File: src/rtl/load_data_unit.sv
// Load-path data-memory reader: issues one word-aligned bus read per load,
// then aligns and sign/zero-extends the selected byte/half/word for writeback.
module load_data_unit #(
  parameter int unsigned TIMEOUT = 64,
  parameter int unsigned ADDR_W  = 32
) (
  input  logic              clock,
  input  logic              reset,
  input  logic              io_req_valid,
  output logic              io_req_ready,
  input  logic [ADDR_W-1:0] io_addr,
  input  logic [2:0]        io_funct3,
  input  logic [4:0]        io_rd,
  output logic              io_mem_req_valid,
  input  logic              io_mem_req_ready,
  output logic [ADDR_W-1:0] io_mem_addr,
  input  logic              io_mem_resp_valid,
  input  logic [31:0]       io_mem_rdata,
  output logic [31:0]       io_data_mem,
  output logic              io_wb_valid,
  output logic [4:0]        io_wb_rd,
  output logic              io_fault,
  output logic              io_busy
);

  typedef enum logic [2:0] {
    S_IDLE,
    S_REQ,
    S_WAIT,
    S_DONE,
    S_FAULT
  } state_e;

  state_e            state_q, state_d;
  logic [ADDR_W-1:0] addr_q, addr_d;
  logic [2:0]        funct3_q, funct3_d;
  logic [4:0]        rd_q, rd_d;
  logic [7:0]        cnt_q, cnt_d;
  logic [31:0]       data_q, data_d;

  logic              reqIllegal;
  logic [7:0]        byteSel;
  logic [15:0]       halfSel;
  logic [31:0]       extracted;

  // Alignment is judged on the incoming request so a bad load never touches the bus
  always_comb begin
    case (io_funct3)
      3'b000, 3'b100: reqIllegal = 1'b0;
      3'b001, 3'b101: reqIllegal = io_addr[0];
      3'b010:         reqIllegal = |io_addr[1:0];
      default:        reqIllegal = 1'b1;
    endcase
  end

  always_comb begin
    byteSel = io_mem_rdata[{addr_q[1:0], 3'b000} +: 8];
    halfSel = addr_q[1] ? io_mem_rdata[31:16] : io_mem_rdata[15:0];
    case (funct3_q)
      3'b000:  extracted = {{24{byteSel[7]}}, byteSel};
      3'b001:  extracted = {{16{halfSel[15]}}, halfSel};
      3'b100:  extracted = {24'b0, byteSel};
      3'b101:  extracted = {16'b0, halfSel};
      default: extracted = io_mem_rdata;
    endcase
  end

  always_comb begin
    state_d  = state_q;
    addr_d   = addr_q;
    funct3_d = funct3_q;
    rd_d     = rd_q;
    cnt_d    = cnt_q;
    data_d   = data_q;
    case (state_q)
      S_IDLE: begin
        if (io_req_valid) begin
          addr_d   = io_addr;
          funct3_d = io_funct3;
          rd_d     = io_rd;
          state_d  = reqIllegal ? S_FAULT : S_REQ;
        end
      end
      S_REQ: begin
        if (io_mem_req_ready) begin
          cnt_d   = 8'd0;
          state_d = S_WAIT;
        end
      end
      // A response on the last allowed cycle still beats the timeout
      S_WAIT: begin
        if (io_mem_resp_valid) begin
          data_d  = extracted;
          state_d = S_DONE;
        end else if (cnt_q == 8'(TIMEOUT - 1)) begin
          state_d = S_FAULT;
        end else begin
          cnt_d = cnt_q + 8'd1;
        end
      end
      S_DONE:  state_d = S_IDLE;
      S_FAULT: state_d = S_IDLE;
      default: state_d = S_IDLE;
    endcase
  end

  always_ff @(posedge clock or negedge reset) begin
    if (!reset) begin
      state_q  <= S_IDLE;
      addr_q   <= '0;
      funct3_q <= 3'd0;
      rd_q     <= 5'd0;
      cnt_q    <= 8'd0;
      data_q   <= 32'd0;
    end else begin
      state_q  <= state_d;
      addr_q   <= addr_d;
      funct3_q <= funct3_d;
      rd_q     <= rd_d;
      cnt_q    <= cnt_d;
      data_q   <= data_d;
    end
  end

  assign io_req_ready     = (state_q == S_IDLE);
  assign io_mem_req_valid = (state_q == S_REQ);
  assign io_mem_addr      = {addr_q[ADDR_W-1:2], 2'b00};
  assign io_data_mem      = data_q;
  assign io_wb_valid      = (state_q == S_DONE);
  assign io_wb_rd         = (state_q == S_DONE) ? rd_q : 5'd0;
  assign io_fault         = (state_q == S_FAULT);
  assign io_busy          = (state_q != S_IDLE);

endmodule
File: config.mk
export PLATFORM = sky130hd
export DESIGN_NAME = load_data_unit
export DESIGN_NICKNAME = d
export VERILOG_FILES = /design/src/rtl/load_data_unit.sv
export SDC_FILE = /design/constraint.sdc
export NUM_CORES = 1
export LEC_CHECK = 0
export CAP_MARGIN = 30
export CORE_UTILIZATION = 46
export CTS_BUF_LIST = sky130_fd_sc_hd__clkbuf_8 sky130_fd_sc_hd__clkbuf_16
export CTS_CLUSTER_SIZE = 28
export DETAILED_ROUTE_END_ITERATION = 12
export PLACE_DENSITY_LB_ADDON = 0.1
export SETUP_SLACK_MARGIN = 0.05
export SYNTH_ARGS = -nofsm -noshare
export SYNTH_HDL_FRONTEND = slang
export SYNTH_SLANG_ARGS = --single-unit
File: constraint.sdc
create_clock -name clock -period 1.8 [get_ports clock]
set_input_delay 0.36 -clock clock [delete_from_list [all_inputs] [get_ports clock]]
set_output_delay 0.36 -clock clock [all_outputs]
set_load 0.02 [all_outputs]
==> flow_metrics.env <==
export IMPL_cp_start_kind="flip-flop"
export IMPL_cp_max_fo=6
export IMPL_drtAntennaViolNets=0
export IMPL_r2r_cells=5
export IMPL_antenna_found_initial=0
export IMPL_setup_ws_ps=31.1
export IMPL_critPathBufInv=2
export IMPL_fin_setup_tns_ps=0
export IMPL_start_util=0.476
export IMPL_critPathMaxStageDelay_ps=410
export IMPL_dieHeight_um=100
export IMPL_yosysMostFrequentCell="dfrtp_1"
export IMPL_pre_cts_slack_ps=-207
export IMPL_cp_end_kind="output pin"
export IMPL_clkPwrFrac=0.128
export IMPL_drt_iter0_drc=120
export IMPL_cp_top_family="simple AND/OR/NAND/NOR gates"
export IMPL_yosysUniqueCellTypes=53
export IMPL_overflow=0
export IMPL_ys_ff_latch=83
export IMPL_ys_warn_count=0
export IMPL_drc_errors=0
export IMPL_clk_pin_slew_ps=80
export IMPL_hpwl_um=7740
export IMPL_path_class="flip-flop to output pin"
export IMPL_synth_area_um2=4420
export IMPL_clk_latency_ps=350
export IMPL_place_gp_congestion=0.887
export IMPL_synth_edf_count=0
export IMPL_rows=35
export IMPL_final_nets=619
export IMPL_switching_share=0.390
export IMPL_synth_top_area_frac=0.470
export IMPL_r2r_end="addr_q[25]$_DFFE_PN0P_"
export IMPL_fin_worst_skew_ps=13.2
export IMPL_min_from="addr_q[8]$_DFFE_PN0P_"
export IMPL_seq_area_frac_synth=0.470
export IMPL_worstPathArrival_ps=1410
export IMPL_ys_top_cells_by_count="83 x dfrtp_1, 40 x buf_4, 40 x mux2_1, 39 x nand3_1, 37 x nand2_1"
export IMPL_finalHoldViolations=0
export IMPL_synth_ff_type="dfrtp_1"
export IMPL_io_buffers=148
export IMPL_drive_gt1_frac=0.190
export IMPL_leakage_nw=2.70
export IMPL_core_um2=9280
export IMPL_crit_chain="inv_2 > nor3b_4 > and2_1 > buf_6"
export IMPL_min_path_cells=1
export IMPL_numCtsBuffers=9
export IMPL_syn2layout_area_growth_pct=43.9
export IMPL_async_flop_share=1.00
export IMPL_p_sw_mw=4.16
export IMPL_synth_top_cell_by_area="dfrtp_1"
export IMPL_tritoncts="yes"
export IMPL_syn_inst=405
export IMPL_cts_sinks=83
export IMPL_wirelength_um=11000
export IMPL_grt_setup_unrepaired="yes"
export IMPL_n_antenna_cell=0
export IMPL_via_per_inst=5.22
export IMPL_worstReg2RegStart="state_q[0]$_DFFE_PN0P_"
export IMPL_peakVddDrop_mv=1.04
export IMPL_min_to="addr_q[8]$_DFFE_PN0P_"
export IMPL_crit_cells=4
export IMPL_ys_top_cells_by_area="dfrtp_1 47%, mux2_1 10%, buf_4 6.8%"
export IMPL_fmax_ghz=0.565
export IMPL_firstDrtPassIters=4
export IMPL_syn_avg_cell_area_um2=10.9
export IMPL_grt_pass1_wl_um=17300
export IMPL_r2r_slack_ps=30
export IMPL_die_x_um=100
export IMPL_cts_max_path_buffers=2
export IMPL_drv_slew=0
export IMPL_first_global_vias=3476
export IMPL_cts_root_buf="clkbuf_8"
export IMPL_htreeDepth=3
export IMPL_finalSetupViolCount=0
export IMPL_p_int_mw=6.50
export IMPL_p_total_mw=10.7
export IMPL_vias=3523
export IMPL_hold_class="flip-flop to flip-flop"
export IMPL_crit_path_top_delay_cell="dfrtp_1"
export IMPL_die_area_um2=10000
export IMPL_io_pins=151
export IMPL_fin_crit_sh=0.983
export IMPL_pwr_share_comb=0.557
export IMPL_fin_crit_ps=1770
export IMPL_grt_usage=0.219
export IMPL_drv_cap=0
export IMPL_seqPwrFrac=0.315
export IMPL_power_density_nw_per_um2=1680
export IMPL_grt_max_degree=41
export IMPL_routedWlPerCell_um=16.4
export IMPL_status="complete, no violations"
export IMPL_required_ps=1440
==> area by class of cell <==
class                   count  area [µm²]
repair buffers            185        1870
inverters                   3        11.3
flip-flops and latches     83        2080
multi-input cells         259        2040
clock inverters             6        62.6
clock buffers              10         138
fillers                   741        2930
well taps                 129         161
==> worst register-to-register path: stages (launching register included) <==
cell     delay (ps)
dfrtp_1         420
or3_4           430
buf_6           130
nor2_4          100
buf_12          210
mux2_1          360
==> repair_timing <==
item / 4_1_cts / 5_1_grt
endpoints found under the setup margin: 52 / 90
gates cloned: 0 / 3
resized for setup: 53 / 29
pin swaps: 5 / 8
hold buffers: 1 / 0
buffers inserted: 0 / 5
hold endpoints to repair: 33 / 0
==> metal layers <==
layer,vias to the layer above,track usage,wire length [µm]
met5,-,0,0
met4,0,0.0647,128
met3,11,0.0501,709
met2,115,0.363,5400
met1,1707,0.289,4800
li1,1690,-,-
==> worst max path at each step <==
stage          slack [ps]              startpoint                           to
3_5_place_dp         -210        io_mem_rdata[31]   io_data_mem[9]$_DFFE_PN0N_
4_1_cts                20  state_q[2]$_DFFE_PN0P_                  io_wb_rd[1]
3_3_place_gp         -180        io_mem_rdata[31]  io_data_mem[15]$_DFFE_PN0N_
2_1_floorplan          60  state_q[0]$_DFFE_PN0P_        addr_q[0]$_DFFE_PN0P_
6_report               30  state_q[0]$_DFFE_PN0P_                  io_wb_rd[1]
5_1_grt               -30  state_q[0]$_DFFE_PN0P_                  io_wb_rd[2]
==> power groups by stage <==
stage,combinational [mW],clock (mW),sequential (mW)
after floorplan,3.42,0,3.64
after global placement,5.61,0,3.34
after detailed placement,5.71,0,3.38
after CTS,5.70,1.40,3.36
after global routing,6.32,1.48,3.48
final,5.93,1.36,3.36
==> layout by cell type, fill, tap and decap left out, drive strengths merged, types with 9 or more instances in the layout <==
cell type and count:
o21ai 19, clkdlybuf4s50 134, nor2 12, dfrtp 83, nor3b 12, a211oi 9, mux2 49, clkbuf 11
buf 46, a21oi 13, nand3 39, nand2 37
==> flip-flops by register name, indices dropped and copies added (netlist names) <==
signal,count
addr_q,32
cnt_q,8
funct3_q,3
io_data_mem,32
rd_q,5
state_q,3
==> through the flow <==
step / util / hold slack [ps] / cells / cell area [µm²]
floorplan: - / 64.4 / 406 / 4430
global placement: 0.641 / 337 / 650 / 5950
detailed placement: 0.641 / 341 / 650 / 5950
CTS: 0.662 / 493 / 667 / 6150
global route: 0.685 / 501 / 675 / 6360
finish: 0.685 / 488 / 675 / 6360
==> kinds of logic (layout without fill, tap and decap cells) <==
| family | Yosys count | after routing | share of synthesized area |
|---|---|---|---|
| AO/OA/AOI/OAI | 66 | 66 | 0.113 |
| adder cells (fa/ha/maj) | 1 | 1 | 0.00283 |
| other | 1 | 2 | 0.000849 |
| flip-flops | 83 | 83 | 0.470 |
| multiplexers | 59 | 59 | 0.154 |
| AND/OR/NAND/NOR | 131 | 131 | 0.164 |
| buffers and inverters | 64 | 204 | 0.0943 |
Power figures use the tool's default switching activity.
